File: src/rtl/agen_seq_pkg.sv
// ---------------------------------------------------------------------------
// agen_seq_pkg
// Shared types and constants for the address-generator sequencer.
//   state_t : sequencer FSM states (IDLE, LOAD, RUN)
//   cmd_t   : one queued pass command {mode, len}
//   SIZE    : lane count of the address generator
//   DEPTH   : bank depth, the generator's modulus
//   SHIFT   : lane rotation applied by a shift pass
//   LEN_W   : width of the command length field
// ---------------------------------------------------------------------------
package agen_seq_pkg;

    localparam int SIZE  = 257;
    localparam int DEPTH = 85;
    localparam int SHIFT = 85;
    localparam int LEN_W = 8;

    typedef enum logic [1:0] {
        IDLE,
        LOAD,
        RUN
    } state_t;

    typedef struct packed {
        logic             mode;
        logic [LEN_W-1:0] len;
    } cmd_t;

endpackage

File: src/rtl/cmd_fifo.sv
// ---------------------------------------------------------------------------
// cmd_fifo
// Small synchronous FIFO holding pass commands waiting for the sequencer.
//   clk     : clock, rising edge
//   reset   : synchronous, active-low
//   i_flush : empties the FIFO on the next edge (abort)
//   i_push  : write i_data (ignored when full unless a pop frees the slot)
//   i_data  : command to store
//   i_pop   : drop the head entry (ignored when empty)
//   o_data  : head entry, valid while o_empty is low
//   o_full  : all CMD_DEPTH entries occupied
//   o_empty : no entries stored
// ---------------------------------------------------------------------------
module cmd_fifo
    import agen_seq_pkg::*;
#(
    parameter int CMD_DEPTH = 2
) (
    input  logic clk,
    input  logic reset,
    input  logic i_flush,
    input  logic i_push,
    input  cmd_t i_data,
    input  logic i_pop,
    output cmd_t o_data,
    output logic o_full,
    output logic o_empty
);

    localparam int PTR_W = $clog2(CMD_DEPTH);
    localparam int CNT_W = PTR_W + 1;

    cmd_t             r_mem [CMD_DEPTH];
    logic [PTR_W-1:0] r_wr_ptr;
    logic [PTR_W-1:0] r_rd_ptr;
    logic [CNT_W-1:0] r_count;

    logic w_do_push;
    logic w_do_pop;

    assign o_full    = (r_count == CNT_W'(CMD_DEPTH));
    assign o_empty   = (r_count == '0);
    assign o_data    = r_mem[r_rd_ptr];
    assign w_do_pop  = i_pop && !o_empty;
    // A full FIFO can still take a write when the head leaves in the same cycle.
    assign w_do_push = i_push && (!o_full || w_do_pop);

    // Storage carries no reset; only the pointers decide what is valid.
    always_ff @(posedge clk) begin
        if (reset && !i_flush && w_do_push) begin
            r_mem[r_wr_ptr] <= i_data;
        end
    end

    // Pointers wrap naturally because CMD_DEPTH is a power of two.
    always_ff @(posedge clk) begin
        if (!reset || i_flush) begin
            r_wr_ptr <= '0;
            r_rd_ptr <= '0;
            r_count  <= '0;
        end else begin
            if (w_do_push) begin
                r_wr_ptr <= r_wr_ptr + 1'b1;
            end
            if (w_do_pop) begin
                r_rd_ptr <= r_rd_ptr + 1'b1;
            end
            case ({w_do_push, w_do_pop})
                2'b10:   r_count <= r_count + 1'b1;
                2'b01:   r_count <= r_count - 1'b1;
                default: r_count <= r_count;
            endcase
        end
    end

endmodule

File: src/rtl/agen_sequencer.sv
// ---------------------------------------------------------------------------
// agen_sequencer
// Queues pass commands and sequences the 257-lane address generator through
// init (agen_reset), mode select and per-beat advance, presenting each beat
// to the bank-access stage with a valid/ready/last handshake.
//   clk, reset          : clock; synchronous active-low reset
//   cmd_valid/cmd_ready : command port; cmd_ready = FIFO not full
//   cmd_mode, cmd_len   : 0 = increment / 1 = shift pass; beats (0 = empty)
//   abort               : flush queued commands and stop the current pass
//   addr_valid/ready    : beat handshake to the consumer
//   addr_last           : final beat of the pass
//   beat_idx            : index of the current beat within the pass
//   agen_reset/mode/incr: generator controls
//   pass_done           : one-cycle pulse after a pass completes
//   busy                : not idle, or commands still queued
//   pass_count          : completed passes since reset, wraps at 255
// ---------------------------------------------------------------------------
module agen_sequencer #(
    parameter int DEPTH     = 85,
    parameter int LEN_W     = 8,
    parameter int CMD_DEPTH = 2
) (
    input  logic             clk,
    input  logic             reset,
    input  logic             cmd_valid,
    output logic             cmd_ready,
    input  logic             cmd_mode,
    input  logic [LEN_W-1:0] cmd_len,
    input  logic             abort,
    output logic             addr_valid,
    input  logic             addr_ready,
    output logic             addr_last,
    output logic [LEN_W-1:0] beat_idx,
    output logic             agen_reset,
    output logic             agen_mode,
    output logic             agen_incr,
    output logic             pass_done,
    output logic             busy,
    output logic [7:0]       pass_count
);

    import agen_seq_pkg::*;

    // Reject parameter sets the generator and command format cannot support.
    generate
        if (LEN_W != agen_seq_pkg::LEN_W || DEPTH != agen_seq_pkg::DEPTH ||
            DEPTH >= SIZE || CMD_DEPTH < 2 ||
            (CMD_DEPTH & (CMD_DEPTH - 1)) != 0) begin : g_bad_params
            $error("agen_sequencer: unsupported parameter set");
        end
    endgenerate

    state_t           r_state;
    logic             r_agen_mode;
    logic             r_agen_reset;
    logic             r_addr_valid;
    logic             r_pass_done;
    logic [LEN_W-1:0] r_len;
    logic [LEN_W-1:0] r_beat_idx;
    logic [7:0]       r_pass_count;

    cmd_t w_cmd_in;
    cmd_t w_head;
    logic w_full;
    logic w_empty;
    logic w_push;
    logic w_pop;
    logic w_hs;
    logic w_last;
    logic w_pass_end;
    logic w_empty_pass;

    assign w_cmd_in     = '{mode: cmd_mode, len: cmd_len};
    assign w_push       = cmd_valid && !w_full && !abort;
    assign w_hs         = r_addr_valid && addr_ready;
    assign w_last       = (r_state == RUN) && (r_beat_idx == r_len - 1'b1);
    assign w_pass_end   = w_hs && w_last;
    // The next command is taken whenever the sequencer is idle or finishing a pass.
    assign w_pop        = !abort && !w_empty && ((r_state == IDLE) || w_pass_end);
    assign w_empty_pass = w_pop && (w_head.len == '0);

    cmd_fifo #(
        .CMD_DEPTH (CMD_DEPTH)
    ) u_cmd_fifo (
        .clk     (clk),
        .reset   (reset),
        .i_flush (abort),
        .i_push  (w_push),
        .i_data  (w_cmd_in),
        .i_pop   (w_pop),
        .o_data  (w_head),
        .o_full  (w_full),
        .o_empty (w_empty)
    );

    // Sequencer FSM. The pop block after the case overrides the RUN exit so a
    // queued command goes straight to LOAD, leaving a single bubble cycle.
    always_ff @(posedge clk) begin
        if (!reset) begin
            r_state      <= IDLE;
            r_agen_mode  <= 1'b0;
            r_agen_reset <= 1'b1;
            r_addr_valid <= 1'b0;
            r_pass_done  <= 1'b0;
            r_len        <= '0;
            r_beat_idx   <= '0;
            r_pass_count <= '0;
        end else begin
            r_pass_done  <= 1'b0;
            r_agen_reset <= 1'b0;
            if (abort) begin
                r_state      <= IDLE;
                r_addr_valid <= 1'b0;
            end else begin
                case (r_state)
                    IDLE: begin
                        r_state <= IDLE;
                    end
                    LOAD: begin
                        r_beat_idx   <= '0;
                        r_addr_valid <= 1'b1;
                        r_state      <= RUN;
                    end
                    RUN: begin
                        if (w_hs) begin
                            r_beat_idx <= r_beat_idx + 1'b1;
                            if (w_last) begin
                                r_addr_valid <= 1'b0;
                                r_pass_done  <= 1'b1;
                                r_state      <= IDLE;
                            end
                        end
                    end
                    default: begin
                        r_state <= IDLE;
                    end
                endcase
                if (w_pop) begin
                    r_agen_mode <= w_head.mode;
                    r_len       <= w_head.len;
                    if (w_head.len != '0) begin
                        r_state      <= LOAD;
                        r_agen_reset <= 1'b1;
                    end else begin
                        r_pass_done <= 1'b1;
                    end
                end
                r_pass_count <= r_pass_count + 8'(w_pass_end) + 8'(w_empty_pass);
            end
        end
    end

    assign cmd_ready  = !w_full;
    assign addr_valid = r_addr_valid;
    assign addr_last  = w_last;
    assign beat_idx   = r_beat_idx;
    assign agen_reset = r_agen_reset;
    assign agen_mode  = r_agen_mode;
    // The generator holds its final addresses once the last beat is taken.
    assign agen_incr  = w_hs && !w_last;
    assign pass_done  = r_pass_done;
    assign busy       = (r_state != IDLE) || !w_empty;
    assign pass_count = r_pass_count;

endmodule

File: config.mk
export PLATFORM = sky130hd
export DESIGN_NAME = agen_sequencer
export DESIGN_NICKNAME = d
export VERILOG_FILES = /design/src/rtl/agen_seq_pkg.sv /design/src/rtl/cmd_fifo.sv /design/src/rtl/agen_sequencer.sv
export SDC_FILE = /design/constraint.sdc
export NUM_CORES = 1
export LEC_CHECK = 0
export ABC_AREA = 0
export BUFFER_PORTS_ARGS = -buffer_cell sky130_fd_sc_hd__buf_4
export CAP_MARGIN = 15
export CORE_ASPECT_RATIO = 1.1
export CORE_MARGIN = 5
export CORE_UTILIZATION = 35
export DETAILED_ROUTE_END_ITERATION = 8
export MAX_ROUTING_LAYER = met4
export PLACE_DENSITY_LB_ADDON = 0.25
export SLEW_MARGIN = 5
export SYNTH_ARGS = -nofsm -noshare
export SYNTH_HDL_FRONTEND = slang
export SYNTH_SLANG_ARGS = --single-unit
File: constraint.sdc
create_clock -name clk -period 3.8 [get_ports clk]
set_clock_uncertainty 0.05 [all_clocks]
set_input_delay 0.19 -clock clk [delete_from_list [all_inputs] [get_ports clk]]
set_output_delay 0.19 -clock clk [all_outputs]
set_load 0.01 [all_outputs]
After elaboration in Yosys (flattened, before gate mapping)
Memory sizes are Yosys's and may differ from the RTL's. A register that Yosys moved wholly into a read port is not among the register bits.
Cells that the tools add are included.
- muxes and demuxes: 23
- bitwise logic cells: 2
- equal/unequal tests: 8
- reduce and logical (&&, ||, !) cells: 33
- $add $sub $neg: 8
- operators by type and width (kind ; number):
    adder 8 x 1 -> 8 bit ; 2
    case mux 8 bit (2 select lines) ; 1
    two-way mux 1 bit ; 14
    logical AND 1 bit ; 13
    adder 8 x 1 -> 8 bit, second input constant ; 1
    equality test 8 bit ; 1
    logical NOT 8 bit ; 1
    two-way mux 2 bit ; 4
    two-way mux 8 bit ; 1
    case mux 2 bit (2 select lines) ; 2
    nonzero test 8 bit ; 1
    subtractor 8 x 1 -> 8 bit, second input constant ; 1
    equality test 2 bit, second input constant ; 3
    AND reduction 3 bit ; 2
    nonzero test 2 bit ; 3
    logical NOT 1 bit ; 5
    equality test 2 x 1 -> 1 bit, second input constant ; 2
    logical NOT 2 bit ; 2
    logical OR 1 bit ; 4
    != test 2 bit, second input constant ; 2
    adder 1 bit, second input constant ; 2
    adder 2 x 1 -> 2 bit, second input constant ; 1
    NOT 1 bit ; 2
    case mux 1 bit (2 select lines) ; 1
    other kinds (3) ; 3
- output and inout port bits: 24
- bits in registers: 34
- word-level logic and storage cells: 86
- memories: 1
- RAM bits: 18
- memories (name ; words ; bits a word ; rd ports ; clocked after memory_dff ; wr ports ; RTL line ; source):
    u_cmd_fifo.r_mem ; 2 ; 9 ; 1 ; 1 ; 1 ; cmd_fifo.sv:33 ; cmd_t r_mem [CMD_DEPTH];

Logic depth before layout (Yosys ltp)
Gate-level depths: netlist of the first run.
- depth in word-level cells: 12
- mapped depth: 17

Modules after synthesis
A second synthesis of the first run with hierarchy kept.
- cells, all modules: 241
- area, all modules: 2539.9 um2
- by module, submodules not included (module ; area each (um2) ; seq. area each (um2) ; instances ; cells an instance):
    agen_sequencer ; 1654.1 ; 600.6 ; 1 ; 186
    cmd_fifo ; 885.8 ; 640.6 ; 1 ; 55

Worst setup path after synthesis of the first run
No wires, ideal clock.
- path type: flip-flop to flip-flop
- start: reg r_len[0]
- end: reg r_pass_count[5], in the netlist pass_count[5]
- setup slack: 0.593 ns
- data required time: 3.635 ns
- cell stages (with the launch flop): 16
- arrival: 3.042 ns
- library setup time: 0.115 ns
- cell sequence: dfxtp_1 > clkbuf_2 > inv_1 > ha_1 > xnor2_1 > xnor2_1 > nor4_1 > and3_1 > a21oi_2 > inv_2 > nand2_1 > fa_1 > nor4bb_1 > nand3_1 > xnor2_1 > and2_1
- longest elaborated chain between the ends: 8
- RTL lines (element ; RTL line ; source):
    start: declaration ; agen_sequencer.sv:58 ; logic [LEN_W-1:0] r_len;
    start signal: assignment ; agen_sequencer.sv:140 ; r_len <= w_head.len;
    subtractor 8 x 1 -> 8 bit (*) ; agen_sequencer.sv:76 ; assign w_last = (r_state == RUN) && (r_beat_idx == r_len - 1'b1);
    equality test 8 bit (*) ; agen_sequencer.sv:76 ;
    logical AND 1 bit (*) ; agen_sequencer.sv:76 ;
    logical AND 1 bit (*) ; agen_sequencer.sv:77 ; assign w_pass_end = w_hs && w_last;
    parallel branches: the longest is 3 deep, another holds adder 8 x 1 -> 8 bit ; -- ;
    adder 8 x 1 -> 8 bit (*) ; agen_sequencer.sv:148 ; r_pass_count <= r_pass_count + 8'(w_pass_end) + 8'(w_empty_pass);
    end signal: assignment ; agen_sequencer.sv:148 ;
    end: declaration ; agen_sequencer.sv:60 ; logic [7:0] r_pass_count;
Mark *: on every way between the ends.
A chain may end at the register's enable or synchronous reset.

Worst setup path after layout of the first run
- start: reg r_len[0]
- end: reg r_pass_count[7], in the netlist pass_count[7]
Same word-level chain as after synthesis.

==> flow_results.org, run 1 <==
** Die
- After floorplanning, the core was sized to cover just over 7000 um2.
- For this configuration, the core starts out at a cell density of between 30% and 40%.
- Boundary Pins :: 38
- The die covers 9190 um2.
- Die Width :: 91.86 um
- The floorplan step set the die height to between 100 and 150 um.
- The initialized floorplan defines 32 standard-cell rows.

** Drt
- Before antenna repair, the detailed router went through 4 iterations.
- Vias per std cell :: between 4 and 5
- Wires add up to just under 5000 um.
- Count of vias placed by the detailed router :: ~1,900
- In this run the remaining antenna-violating nets after routing total 0.
- Dividing the detail-routed wire length by the instance count gives between 10 and 15 um.
- In the routed design, unresolved DRC markers number 0.
- Iter 0 DRT Violations :: 56

** Final layout
- The net count of the finished layout is about 320.
- Number of antenna diodes :: 0
- In the layout the commonest cells are buf_4, dfxtp_1, nand2_1.
- Area used by sequential logic in the layout :: ~1200 um2
- Most common cell after layout, fill and taps aside :: buf_4
- In the final layout, the share of cells above drive strength 1 is approximately a fifth.
- Cells fill 44.26% of the core in the end.
- The finished layout holds between 300 and 400 standard cells, fillers aside.
- In the final layout, the multi-input gates occupy between 1000 and 1500 um2.
- Final-layout fill cell count :: ~670
- Relative to the synthesized area, the layout overhead comes to 21.58%.
- Post-route standard cell area excluding fillers :: about 3100 um2

** Critical path
- In this run the critical register-to-register path is launched from r_len[0]$_SDFFE_PN0P_.
- Reg2reg setup slack :: between 400 and 500 ps
- Type of origin of the critical path :: register
- Depth of the worst register-to-register path :: 15
- Terminus of the critical flop-to-flop path :: pass_count[7]$_SDFFE_PN0N_
- Worst setup path endpoint :: pass_count[7]$_SDFFE_PN0N_
- STA classifies the critical path endpoint as a register.
- CP Data Required Time :: 3970 ps
- In this run the worst path has a maximum fanout of 7.
- Startpoint of the worst setup timing path :: r_len[0]$_SDFFE_PN0P_
- The critical path in this run is classified as reg2reg.
- At the worst endpoint, the arrival time is ~3500 ps.

** Placement
- Final estimated routing congestion in global placement :: just under 0.8
- Instance count after placement with tap cells included :: 372
- Cell area after placement :: about 3000 um2
- Post-detailed-placement half-perimeter wirelength :: between 3000 and 4000 um
- The count of buffers added on input and output ports is 37.
- Pre-CTS worst setup slack :: between 400 and 500 ps

** Logic synthesis
- The largest total area in the synthesized netlist belongs to dfxtp_1.
- Ranked by total cell area, the synthesized netlist is headed by dfxtp_1, edfxtp_1, xnor2_1.
- The synthesized design devotes to its leading area cell type between 20% and 30% of total area.
- Post-synthesis average cell area :: between 10 and 15 um2
- Most used flip-flop cell after synthesis :: dfxtp_1
- The synthesized netlist occupies a cell area of 2580 um2.
- The synthesized design contains 53 register bits.
- Of all flip-flops after synthesis, the portion carrying an async set or reset was 0%.
- When the netlist entered floorplanning its net count stood at roughly 280.
- In this run, synthesis inferred 18 flip-flops with an integrated enable.
- Distinct cells, synth :: 46
- Gate count after technology mapping :: about 250
- The Yosys step of the flow raised 0 warnings.
- Post-synthesis sequential area ratio :: between 40% and 50%

** Global routing
- Number of antenna violations at the first check in global routing :: 0
- First-pass GRT wire length :: ~8300 um
- Entering global routing, the biggest net connects 33 pins.
- Global routing consumed, over all layers together, between 10% and 20% of the routing resources.
- For this run the aggregate overflow at the end of global routing stands at 0.
- The via count of the first global-routing pass is between 1,500 and 2,000.

** Clocking
- Insertion delay of the later-clocked pin in the worst-skew pair :: slightly above 300 ps
- In this run the number of H-tree levels came out at 2.
- Clock slew at reported path FFs :: roughly 110 ps
- Number of buffers inserted during clock tree synthesis :: 5
- The cell sitting at the root of the clock tree is a clkbuf_8.
- Gates resized during post-CTS repair numbered 0.
- CTS Buffer Depth :: 2
- TritonCTS built the clock tree.
- After clock tree synthesis, the setup repair step added 0 buffers.
- The clock drives between 50 and 60 sinks.

** Power and ir drop
- In this run the static leakage power is around 1.3 nW.
- In this run the power density over the cells is 326.1 nW/um2.
- Worst-case vdd ir drop :: 0.0001907 V
- The design draws approximately 1.0 mW.

** Flow run
- Number of max-capacitance violations reported :: 0

** Timing
- Hold Violations, Final :: 0
- In this run the tightest slew margin relative to its limit is a little under three quarters.
- Final TNS setup :: 0 ps
- Worst-margin pin slew :: 424.7 ps
- Min setup slack post-route :: roughly 440 ps
- The final count of pins violating max slew is 0.
- Achievable Freq :: approximately 300 MHz
- Number of failing setup endpoints in the final timing report :: 0
- The final critical path takes up 88.32% of the cycle.
- Setup repair after global routing missed its margin :: no
- Final hold slack :: between 15 and 20 ps
- For the finished layout, the period the worst path requires is roughly 3400 ps.

** Min path
- Min-delay worst type :: in2reg

** Outcome
- The run finished with clean final reports.
sequential cells by signal, summed over array words and instances (netlist names), named ones only:
| register | flops |
|---|---|
| agen_mode | 1 |
| r_state | 2 |
| u_cmd_fifo.r_mem | 18 |
| u_cmd_fifo.r_count | 2 |
| pass_done | 1 |
| r_len | 8 |
| pass_count | 8 |
| addr_valid | 1 |
| u_cmd_fifo.r_rd_ptr | 1 |
| u_cmd_fifo.r_wr_ptr | 1 |
| agen_reset | 1 |
| beat_idx | 8 |
synthesized netlist by cell type, types with 4 or more instances:
| cell | count |
|---|---|
| a21oi_1 | 7 |
| and2_1 | 7 |
| and3_1 | 5 |
| clkbuf_1 | 6 |
| dfxtp_1 | 35 |
| edfxtp_1 | 18 |
| ha_1 | 7 |
| inv_1 | 9 |
| mux2i_1 | 12 |
| nand2_1 | 22 |
| nand2b_1 | 13 |
| nand3_1 | 7 |
| nor2_1 | 15 |
| nor2b_1 | 7 |
| nor3_1 | 7 |
| nor4_1 | 4 |
| o211ai_1 | 9 |
| xnor2_1 | 16 |
| xor2_1 | 11 |
worst min-delay path by stage:
stage	start	to	cells after the start
3_5_place_dp	cmd_len[6]	u_cmd_fifo.r_mem[1][6]$_DFFE_PP_	1
5_1_grt	cmd_len[1]	u_cmd_fifo.r_mem[1][1]$_DFFE_PP_	1
3_3_place_gp	cmd_len[6]	u_cmd_fifo.r_mem[1][6]$_DFFE_PP_	1
4_1_cts	cmd_len[0]	u_cmd_fifo.r_mem[1][0]$_DFFE_PP_	1
6_report	cmd_len[1]	u_cmd_fifo.r_mem[0][1]$_DFFE_PP_	1
2_1_floorplan	cmd_len[0]	u_cmd_fifo.r_mem[0][0]$_DFFE_PP_	0
kinds of logic (layout without fill, tap and decap cells):
family | count (synthesis) | after routing | synth area share, %
AOI/OAI and AO/OA | 34 | 34 | 9.166
xor gates and xnor gates | 27 | 27 | 9.166
adders and majority gates | 8 | 8 | 4.171
buffers and inverters | 19 | 68 | 3.103
DFF | 53 | 53 | 48.11
muxes | 13 | 13 | 5.092
and+or+nand+nor | 100 | 100 | 21.19
worst max-delay path, cell delays in order, from the launching register on:
cell	delay, ps
dfxtp_1	460
inv_1	70
ha_1	290
xnor2_1	160
xnor2_1	130
nor4_1	330
and3_1	230
a21oi_2	70
inv_2	140
nand2_1	90
fa_1	420
nor4bb_1	270
buf_4	170
nand3_1	110
xnor2_1	140
and2_1	140
report_power, final:
part	internal [mW]	switching (mW)	leakage [nW]	total, mW
Clock	0.140	0.205	0.0511	0.345
Combinational	0.0396	0.0384	0.769	0.0779
Sequential	0.594	0.00638	0.446	0.600
Total	0.773	0.250	1.27	1.02
area by class of cell:
cell class / count / share of cell area [%]
multi-input combinational: 182 / 40.13
sequential: 53 / 39.57
timing repair buffer: 50 / 12.60
tap: 85 / 3.391
clock buffer: 5 / 2.194
inverter: 10 / 1.197
clock inverter: 3 / 0.9174
per-layer routing:
layer	track usage [%]	vias to the layer above	wire [um]
met5	-	-	0
li1	-	983	-
met2	17.87	32	2256
met4	5.486	0	115
met3	2.474	11	193
met1	14.40	871	2368
what timing repair did:
action                                  CTS  global route
endpoints found under the setup margin    0             0
hold buffers                              7             1
endpoints found under the hold margin    14             2
(Power assumes the default switching activity.)
==> run 2, diff against run 1 <==
--- a/config.mk
+++ b/config.mk
@@ -5,12 +5,12 @@
 export SDC_FILE = /design/constraint.sdc
 export NUM_CORES = 1
 export LEC_CHECK = 0
-export ABC_AREA = 0
+export ABC_AREA = 1
 export BUFFER_PORTS_ARGS = -buffer_cell sky130_fd_sc_hd__buf_4
 export CAP_MARGIN = 15
 export CORE_ASPECT_RATIO = 1.1
 export CORE_MARGIN = 5
-export CORE_UTILIZATION = 35
+export CORE_UTILIZATION = 40
 export DETAILED_ROUTE_END_ITERATION = 8
 export MAX_ROUTING_LAYER = met4
 export PLACE_DENSITY_LB_ADDON = 0.25
==> run 2 against run 1 <==
Compared with the run above:
- non-clock buffer count decreased by 5
- maximum frequency up 2.8%
- sequential cell count unchanged
- clock power up 12%
- register-to-register slack improved by 90 ps
- via count increased by 11%
- worst hold slack got worse by 3.5 ps
- critical path type unchanged
- largest cell class is now sequential cells
- largest power group unchanged
- highest routed layer unchanged
==> flow_results.org, run 2 <==
** Logic synthesis
- Top-count cell post-synth :: nand2_1
- Post-synthesis sequential area ratio :: 47.65% (-0.46 points)
- The post-synthesis compound-gate area fraction was 8.261% (-0.90 points).
- Yosys reg bits :: 53 (unchanged)
- Most used flip-flop cell after synthesis :: dfxtp_1
- Post-synthesis average cell area :: 7.966 um2 (-22%)
- The number of enable flip-flop cells after synthesis was 18 (unchanged).
- By area, the combinational part of the netlist is dominated by simple AND/OR/NAND/NOR gates.
- Post-Syn Nets :: 349 (+26%)
- Yosys attributes the largest share of cell area to dfxtp_1, edfxtp_1, nand2_1.
- Top-area cell type share of the netlist area :: 26.90% (-0.26 points)
- The distinct cell type count after synthesis was 36 (-22%).
- Xor and xnor fraction of the mapped netlist area :: 1.681% (-7.5 points)
- Share of synthesized cell area in full adder, half adder and majority cells :: 4.131% (-0.040 points)
- Yosys synthesis warning count :: 0 (unchanged)
- The basic-gate share of the synthesized area counting and, or, nand and nor cells is 29.06% (+7.9 points).
- The portion of netlist area occupied by mux cells was 1.201% (-3.9 points).
- Mapped Area :: 2605 um2 (+0.97%)
- The share of flip-flops with an asynchronous set or reset after synthesis is 0% (unchanged).
- By count the netlist is led by nand2_1, inv_1, nor2_1, dfxtp_1, o21ai_0.
- The count of mapped cells out of synthesis came to 327 (+29%).
- Library cell occupying the most area in the post-synthesis netlist :: dfxtp_1

** Critical path
- Grouping stages by cell kind, the critical path spends the most delay in simple AND/OR/NAND/NOR gates.
- Largest stage delay on the critical path :: 390 ps (-70 ps)
- The combined buffer and inverter count along the critical path is 3 (unchanged).
- CP Data Required Time :: 3950 ps (-20 ps)
- Critical Path End Type :: register
- Worst path slowest cell :: fa_1
- Crit Path Max Fanout :: 10 (+3)
- WS Path Type :: reg2reg
- The worst setup path is launched from a register.
- The signal on the critical path passes through inv_2 -> ha_1 -> inv_1 -> nand2_1 -> nand2_1 -> nand2_1 -> nand2_1 -> nand3_1 -> nor2_4 -> nand3_4 -> a21oi_4 -> nand2_1 -> fa_1 -> inv_1 -> ha_1 -> nand3_1 -> nor3_1 -> and3_1 -> nor3_1.
- Most common cell type on the critical path :: nand2_1
- Crit path DAT :: 3420 ps (-100 ps)

** Die
- The number of top-level design ports was 38 (unchanged).
- Die Width :: 86.95 um (-5.4%)
- The starting density of the core came to 41.56% (+5.2 points).
- The number of rows created at floorplan is 30 (-6.3%).
- Die Footprint :: 8228 um2 (-10%)
- Die H :: 94.64 um (-5.4%)
- Standard cell core area :: 6269 um2 (-12%)

** Placement
- The HPWL reported at the end of detailed placement came to 3860 um (+3.2%).
- The worst slack at placement is 515.4 ps (+63.49 ps).
- Instance count after placement with tap cells included :: 443 (+19%)
- The number of port buffers is 37 (unchanged).
- The final RePlAce weighted congestion is 0.8407 (+5.9%).

** Timing
- The slew at the pin with the worst max-slew slack came to 526.8 ps (+102.1 ps).
- Hold Violations, Final :: 0 (unchanged)
- Setup repair after global routing missed its margin :: no
- Final min period :: 3264 ps (-92.67 ps)
- The final clock period utilization by the worst path came to 85.88% (-2.4 points).
- The setup-violating endpoint count in the final report is 0 (unchanged).
- The final worst setup slack is 536.4 ps (+92.66 ps).
- Worst slew margin relative to its limit :: 64.64% (-6.9 points)
- The peak clock frequency supported by timing was 306.4 MHz (+2.8%).
- Count of pins over their slew limit :: 0 (unchanged)
- The total negative slack was 0 ps (unchanged).

** Clocking
- The clock latency of the later-clocked register in the worst-skew pair came to 310 ps (about the same).
- Number of buffers inserted during clock tree synthesis :: 5 (unchanged)
- CTS tree :: yes
- The clock sink count is 53 (unchanged).
- CTS Buffer Depth :: 2 (unchanged)
- The clock slew at the register clock pins of the worst setup and hold paths is 100 ps (about the same).
- The tree is rooted in a clkbuf_8.
- The maximum level of the CTS H-tree is 2 (unchanged).

** Drt
- The final routed wirelength across all metal layers came to 5069 um (+2.8%).
- Avg WL per Cell :: 11.12 um (-13%)
- The remaining design rule violation count was 0 (unchanged).
- The number of vias after detailed routing came to 2,111 (+11%).
- Number of nets with antenna violations after detailed routing :: 0 (unchanged)
- Vias per std cell :: 4.629 (-5.3%)
- Iter 0 DRT Violations :: 62 (+11%)
- The number of iterations in the first detailed-routing pass came to 4 (unchanged).

** Final layout
- The library cell used most frequently in the layout, excluding fill and tap cells, is nand2_1.
- The sequential standard cell area came to 1241 um2 (unchanged).
- The final core area utilization is 50.30% (+6.0 points).
- The number of nets in the layout was 397 (+23%).
- The top cell types in the final layout, fill and taps aside, are nand2_1, inv_1, nor2_1.
- Share of cells above drive strength 1 :: 18.09% (-0.73 points)
- The filler cell count was 621 (-7.2%).
- Relative to the synthesized area, the layout overhead comes to 21.04%.
- Number of flip-flops under the largest register name :: 18 (unchanged)
- Number of antenna diodes :: 0 (unchanged)
- Register with the most flip-flops :: u_cmd_fifo.r_mem
- Post-route insts no fill :: 456 (+18%)
- The area of combinational cells with multiple inputs is 1155 um2 (-8.3%).

** Global routing
- Via count of the first global-routing pass :: 1,954 (+9.6%)
- The total routing usage reported by global routing is 13.34% (+1.8 points).
- Met3 track utilization from global routing :: 3.578% (+1.1 points)
- The pin count of the biggest net entering global routing came to 19 (-42%).
- The number of antenna violations at the first check in global routing was 0 (unchanged).
- Overflow left after global routing :: 0 (unchanged)
- The wire length of the first global-routing pass came to 8480 um (+1.9%).
- The global-route track usage on met2 is 22.41% (+4.5 points).
- The global routing met1 resource utilization is 15.26% (+0.86 points).
- The layer flagged by global routing as most heavily used is met2.

** Power and ir drop
- The share of total power in the clock network came to 35.1% (+1.4 points).
- Net switching power figure :: 0.2604 mW (+4.1%)
- The post-route total power was 1.100 mW (+7.5%).
- The power density over cell area is 348.9 nW/um2 (+7.0%).
- The static leakage came to 1.356 nW (+7.1%).
- Cell-internal power :: 0.8397 mW (+8.6%)
- Switching share of power :: 23.67% (-0.78 points)
- The maximum ir drop on the vdd rail was 0.0002156 V (+13%).
- The combinational share of power is 9.9% (+2.3 points).
- Power share of the sequential group :: 55.1% (-3.6 points)

** Flow run
- Number of max-capacitance violations reported :: 0 (unchanged)

** Outcome
- Result of the run :: finished clean

** Min path
- The worst hold path belongs to the class in2reg.
run 2: changes by cell type in the layout (fill, tap and decap cells not counted), sizes merged, moves of 8 or more:
cell	change
nand2	+51
xnor2	-13
and2	-8
nand3	+12
nor2	+34
nand2b	-13
o21ai	+18
inv	+37
xor2	-9
mux2i	-10
o211ai	-9
run 2: cell type report:
cell class,count,share of cell area [%]
inverters,51,6.071
multi-input cells,219,36.63
repair buffers,45,11.11
clock buffers,5,2.183
well taps,80,3.175
flip-flops and latches,53,39.37
clock inverters,3,1.468
run 2: logic make-up after synthesis:
kind of cell / Yosys count
muxes: 3
buffers and inverters: 55
xor gates and xnor gates: 5
AOI/OAI and AO/OA: 39
and+or+nand+nor: 164
adders and majority gates: 8
DFF: 53
run 2: timing repair:
item	CTS	global route
buffers inserted	0	0
resized for setup	0	0
hold endpoints to repair	0	10
hold buffers	0	5
run 2: power by group through the flow:
stage | sequential [mW] | clock (mW) | combinational [mW]
after global placement | 0.618 | 0 | 0.104
after global routing | 0.608 | 0.424 | 0.126
after CTS | 0.606 | 0.399 | 0.106
final | 0.606 | 0.386 | 0.109
after floorplan | 0.618 | 0 | 0.0716
after detailed placement | 0.619 | 0 | 0.106
run 2: worst register-to-register path, cell delays in order (launching register included):
cell	delay, ps
dfxtp_1	370
inv_2	70
ha_1	250
inv_1	70
nand2_1	60
nand2_1	70
nand2_1	40
nand2_1	50
nand3_1	130
nor2_4	130
nand3_4	140
a21oi_4	300
nand2_1	120
fa_1	390
inv_1	90
ha_1	170
nand3_1	120
nor3_1	280
and3_1	220
nor3_1	40
run 2: worst paths after layout:
| path | slack [ps] | startpoint | endpoint | depth (start not counted) |
|---|---|---|---|---|
| min reg2reg | 420 | pass_count[7]$_SDFFE_PN0N_ | pass_count[7]$_SDFFE_PN0N_ | 2 |
| min | 10 | cmd_len[5] | u_cmd_fifo.r_mem[1][5]$_DFFE_PP_ | 1 |
| max | 540 | r_len[0]$_SDFFE_PN0P_ | pass_count[6]$_SDFFE_PN0N_ | 19 |
| max reg2reg | 540 | r_len[0]$_SDFFE_PN0P_ | pass_count[6]$_SDFFE_PN0N_ | 19 |
run 2: metal layers:
| metal | routed length (um) | vias up | part of all wire, % |
|---|---|---|---|
| met5 | 0 | - | 0 |
| met4 | 59 | 0 | 1.2 |
| met3 | 230 | 7 | 4.5 |
| met2 | 2488 | 32 | 49 |
| met1 | 2290 | 927 | 45 |
| li1 | - | 1145 | - |
run 2: stage by stage:
| step | hold WS [ps] | instance area, um2 |
|---|---|---|
| final | 14.18 | 3153 |
| after global routing | -6.627 | 3153 |
| after CTS | 0.4042 | 3103 |
| after detailed placement | 327.6 | 2988 |
| after global placement | 324.5 | 2988 |
| after floorplan | 238.9 | 2605 |
